<file path="src/rtl/monopix_pkg.sv">
// Shared types, widths and data-word packing for the MONOPIX matrix/readout model.
package monopix_pkg;

  localparam int unsigned N_COL  = 36;
  localparam int unsigned N_ROW  = 129;
  localparam int unsigned TS_W   = 8;
  localparam int unsigned COL_W  = 6;
  localparam int unsigned ROW_W  = 8;
  localparam int unsigned N_PIX  = N_COL * N_ROW;
  localparam int unsigned IDX_W  = $clog2(N_PIX);
  localparam int unsigned DATA_W = COL_W + ROW_W + 2 * TS_W;

  // Alternating 10 pattern, MSB first, truncated to the data word width
  localparam logic [DATA_W-1:0] TEST_WORD = DATA_W'({(DATA_W / 2 + 1){2'b10}} >> 2);

  typedef enum logic [1:0] {
    IDLE  = 2'd0,
    BUSY  = 2'd1,
    READY = 2'd2
  } pix_state_t;

  function automatic logic [DATA_W-1:0] pack_word(
    input logic [COL_W-1:0] col,
    input logic [ROW_W-1:0] row,
    input logic [TS_W-1:0]  le,
    input logic [TS_W-1:0]  te
  );
    return {col, row, le, te};
  endfunction

endpackage

</file>
<file path="src/rtl/monopix_pixel.sv">
// One MONOPIX pixel: edge detection on the discriminated hit and an
// IDLE/BUSY/READY capture FSM holding leading/trailing-edge gray timestamps.
module monopix_pixel
  import monopix_pkg::*;
(
  input  logic            Clk_BX,
  input  logic            Reset,
  input  logic            i_hit,
  input  logic            i_freeze,
  input  logic [TS_W-1:0] i_gray,
  input  logic            i_pop,
  output logic            o_ready,
  output logic [TS_W-1:0] o_le,
  output logic [TS_W-1:0] o_te
);

  pix_state_t r_state;
  logic       r_hit_d;
  logic       w_rise;
  logic       w_fall;

  assign w_rise  = i_hit & ~r_hit_d;
  assign w_fall  = ~i_hit & r_hit_d;
  assign o_ready = (r_state == READY);

  always_ff @(posedge Clk_BX) begin
    if (Reset) begin
      r_state <= IDLE;
      r_hit_d <= 1'b0;
      o_le    <= '0;
      o_te    <= '0;
    end else begin
      r_hit_d <= i_hit;
      case (r_state)
        IDLE: begin
          if (w_rise && !i_freeze) begin
            r_state <= BUSY;
            o_le    <= i_gray;
          end
        end
        // Trailing edge is captured regardless of FREEZE
        BUSY: begin
          if (w_fall) begin
            r_state <= READY;
            o_te    <= i_gray;
          end
        end
        READY: begin
          if (i_pop) r_state <= IDLE;
        end
        default: r_state <= IDLE;
      endcase
    end
  end

endmodule

</file>
<file path="config.mk">
export PLATFORM = sky130hd
export DESIGN_NAME = monopix_pixel
export DESIGN_NICKNAME = d
export VERILOG_FILES = /design/src/rtl/monopix_pkg.sv /design/src/rtl/monopix_pixel.sv
export SDC_FILE = /design/constraint.sdc
export NUM_CORES = 1
export LEC_CHECK = 0
export CAP_MARGIN = 10
export CORE_AREA = 2 2 53 55
export DETAILED_ROUTE_END_ITERATION = 8
export DIE_AREA = 0 0 55 57
export GPL_TIMING_DRIVEN = 0
export PLACE_DENSITY_LB_ADDON = 0.08
export SLEW_MARGIN = 20
export SYNTH_ARGS = -nofsm -noshare
export SYNTH_HDL_FRONTEND = slang
export SYNTH_SLANG_ARGS = --single-unit
</file>
<file path="constraint.sdc">
create_clock -name Clk_BX -period 3.96 [get_ports Clk_BX]
set_clock_uncertainty 0.2 [all_clocks]
set_input_delay 0.99 -clock Clk_BX [delete_from_list [all_inputs] [get_ports Clk_BX]]
set_output_delay 0.99 -clock Clk_BX [all_outputs]
set_load 0.005 [all_outputs]
</file>
---- Word level (Yosys, flattened, before mapping) ----
Index checks and enable logic that the tools add are counted.
storage, ports and cells
  flip-flop bits (word level) ............. 19
  bits of input ports ..................... 13
  output and inout bits ................... 17
  logic and storage cells ................. 23
cells by class
  eq/ne operators ......................... 5
  mux-type cells .......................... 4
  bitwise logic cells ..................... 4
  reduce and logical (&&, ||, !) cells .... 6
operators by type and width
  kind                                                             count
  2-bit 2-to-1 mux                                                 3
  2-bit inequality test, second input constant                     3
  2-bit one-hot mux with 3 select lines                            1
  2-bit AND reduction                                              2
  3-bit AND reduction                                              1
  1-bit bitwise AND                                                2
  2-bit by 1-bit == test with 1-bit output, second input constant  1
  2-bit == test, second input constant                             1
  2-bit logical NOT                                                1
  1-bit NOT                                                        2
  1-bit logical AND                                                1
  1-bit logical NOT                                                1

---- Logic depth before layout (Yosys ltp) ----
  word-level depth ........................ 5
  mapped depth ............................ 4
  mapped depth without buffers ............ 3

---- Least setup slack after synthesis ----
OpenSTA, ideal clock, no wires.
  path kind ............................... input to register
  start ................................... input port i_freeze
  end ..................................... register o_le[0]
  library setup time ...................... 72 ps
  arrival ................................. 1717 ps
  required time ........................... 3688 ps
  slack ................................... 1971 ps
  cell stages on the path ................. 2
  path buffers ............................ 0
  path through ............................ nor4_4 > mux2i_1
on the way
  cells in the longest elaborated chain, start to end .. 3
RTL lines
  what                           line                 source
  from (decl)                    monopix_pixel.sv:9   input logic i_freeze,
  1-bit logical NOT              monopix_pixel.sv:36  if (w_rise && !i_freeze) begin
  1-bit logical AND              monopix_pixel.sv:36
  2-bit AND reduction (no line)  n/a
  to (signal assigned)           monopix_pixel.sv:38  o_le <= i_gray;
  to (decl)                      monopix_pixel.sv:13  output logic [TS_W-1:0] o_le,
No other way between the ends.
A chain may end at the register's enable or synchronous reset.

---- Worst setup path after layout ----
  start ................................... register r_state[1]
  end ..................................... output port o_ready
on the way
  cells in the longest elaborated chain, start to end .. 1
RTL lines
  what                    line                 source
  from (decl)             monopix_pixel.sv:17  pix_state_t r_state;
  from (signal assigned)  monopix_pixel.sv:28  r_state <= IDLE;
  from (signal assigned)  monopix_pixel.sv:37  r_state <= BUSY;
  from (signal assigned)  monopix_pixel.sv:44  r_state <= READY;
  2-bit == test           monopix_pixel.sv:24  assign o_ready = (r_state == READY);
  to (decl)               monopix_pixel.sv:12  output logic o_ready,
No other way between the ends.

==> flow_metrics.tcl <==
set metrics [dict create \
    result_of_the_run "finished clean" \
    irDropWorstVdd_mv 0.218 \
    post-place-ws_ns 1.22 \
    drtIter0Drc 3 \
    vias_in_the_first_global_route 657 \
    maximum_operating_frequency_mhz 386 \
    criticalPathCategory "flip-flop to output port" \
    finalWorstSetupSlack_ns 1.37 \
    grt_setup_unrepaired "false" \
    wl_um 1660 \
    worstPathRequired_ns 2.77 \
    maximum_number_of_pins_on_one_net_before_global_route_repair 12 \
    power_leakage_nw 0.383 \
    grt_overflow_total 0 \
    yosys_warnings 0 \
    hold_depth 2 \
    num_rows 19 \
    num-fill-cells 295 \
    worstPathMaxFanout 5 \
    dr_total_vias 657 \
    slowest_delay_ns 0.49 \
    minimum_clock_period_after_layout_ns 2.59 \
    synthDistinctLibCells 14 \
    hold-worst-slack_ns 0.262 \
    post_cts_resized 0 \
    cts.path.max_buffers 2 \
    timing_max_transition_violations_final 0 \
    worst_slew_pin_slew_ns 0.696 \
    clk_transition_reported_paths_ns 0.11 \
    seq_area_frac_synth_pct 49.0 \
    mostFrequentLayoutCells "sky130_fd_sc_hd__clkdlybuf4s50_1 (29), sky130_fd_sc_hd__dfxtp_1 (19), sky130_fd_sc_hd__nand2b_1 (18)" \
    synth_fp_nets 95 \
    startpoint_type "flip-flop" \
    coreArea_um2 2620 \
    ctsRootBufferMaster "sky130_fd_sc_hd__clkbuf_4" \
    synthesis.area_um2 777 \
    drive_gt1_share_pct 5.22 \
    antenna_violations_before_repair 0 \
    design.final.nets 129 \
    worst_path_max_delay_cell "sky130_fd_sc_hd__clkdlybuf4s50_1" \
    clock_latency_ns 0.29 \
    antenna-diode-count 0 \
    relSlewSlack_pct 53.3 \
    grt_first_pass_wirelength_um 2710 \
    cts_made_buffers 3 \
    fp.dieH_um 57 \
    setup_fix_bufs_post_cts 0 \
    cts_tree "built" \
    maxCapViolCount 0 \
    gr-usage-all-layers_pct 11.8 \
    postSynthCellCount 82 \
    ys_seq_elements 19 \
    clock_sinks 19 \
    first_pass_iters 2 \
    crit_path_cell_trace "and2b_1 > clkdlybuf4s50_1" \
    layout_commonest_cell "sky130_fd_sc_hd__clkdlybuf4s50_1" \
    endpoint_type_of_the_worst_setup_path "output port" \
    worstRegToRegCells 2 \
    routedWlPerCell_um 11.4 \
    final_min_period_over_clock_period_pct 65.5 \
    cts_hold_repair.buffers 0 \
    globalplace.congestion 0.655 \
    syn2layout_area_growth_pct 45.9 \
    drt.antenna.violating_nets 0 \
    register_area_um2 380 \
    top_ports 30 \
    final_hold_viol_count 0 \
    power_density_nw_per_um2 306 \
    post_drt_via_cell_ratio 4.50 \
    class_of_the_tightest_hold_or_removal_check "flip-flop to flip-flop" \
    detail_route.drc_violations 0 \
    arrival_ns 1.40 \
    setup_viol 0 \
    die-area_um2 3140 \
    chip_width_um 55 \
    totalPowerFinal_mw 0.347 \
    detailedPlacementHpwl_um 1260 \
    cts_htree_levels 1 \
    initial_utilization_pct 29.7 \
    post_synth.cell_area_avg_um2 9.48 \
    tns_ns 0 \
    numPortBuffers 29 \
    multi_input_area_um2 382 \
]
-- cell usage after synthesis (all sizes together) --
cell | count | share of area (%)
a21oi | 9 | 5.8
a2bb2oi | 1 | 1.1
and2b | 1 | 0.97
clkbuf | 4 | 1.9
dfxtp | 19 | 49
mux2i | 8 | 10
nand2 | 16 | 7.7
nand2b | 19 | 16
nand4bb | 1 | 1.4
nor2b | 1 | 0.81
nor3 | 1 | 0.64
nor4 | 1 | 2.7
nor4bb | 1 | 1.3
-- metrics by stage --
step,cells,util [%],area [um2]
5_1_grt,146,43.3,1130
3_3_place_gp,142,42.3,1110
6_report,146,43.3,1130
2_1_floorplan,82,-,777
4_1_cts,146,43.3,1130
3_5_place_dp,142,42.3,1110
-- kinds of logic after synthesis --
group | Yosys count | share of synthesized area [%]
AO/OA/AOI/OAI | 10 | 6.92
buffers and inverters | 4 | 1.93
flip-flops | 19 | 49.0
multiplexers | 8 | 10.3
AND/OR/NAND/NOR | 41 | 31.9
-- metal layers --
| layer | GRT usage (%) | share of wire, % | vias to the layer above |
|---|---|---|---|
| li1 | - | - | 335 |
| met5 | 0 | 0 | - |
| met1 | 15.5 | 47 | 301 |
| met2 | 17.9 | 45 | 19 |
| met3 | 2.62 | 6.6 | 2 |
| met4 | 6.27 | 0.96 | 0 |
-- path summary, 6_finish.rpt --
check / startpoint / end / slack, ns
worst max-delay path: r_state[1] / o_ready / 1.37
worst min-delay path: o_te[6] / o_te[6] / 0.26
worst max register to register: r_state[0] / o_le[4] / 2.39
worst min register to register: o_te[6] / o_te[6] / 0.26
-- state kept, by name, summed over array words and instances (netlist names) --
signal   count
o_te         8
r_hit_d      1
r_state      2
o_le         8
-- final cells by class --
type	count	share of cell area (%)
timing repair buffer	29	25.6
buffer	4	1.32
multi-input combinational	59	33.7
sequential	19	33.6
tap	31	3.42
clock buffer	3	1.99
clock inverter	1	0.442
-- report_power, final --
group	switching (mW)	total, mW	internal (mW)
Combinational	0.0164	0.0457	0.0294
Sequential	0.00399	0.201	0.197
Clock	0.0627	0.100	0.0376
Total	0.0831	0.347	0.264
-- worst max-delay path, delay by kind of cell (launching register included) --
kind	cells	cell delay, ns
and+or+nand+nor	1	0.17
DFF	1	0.45
buffers and inverters	1	0.49
No activity file was read; power rests on OpenSTA's default activity.
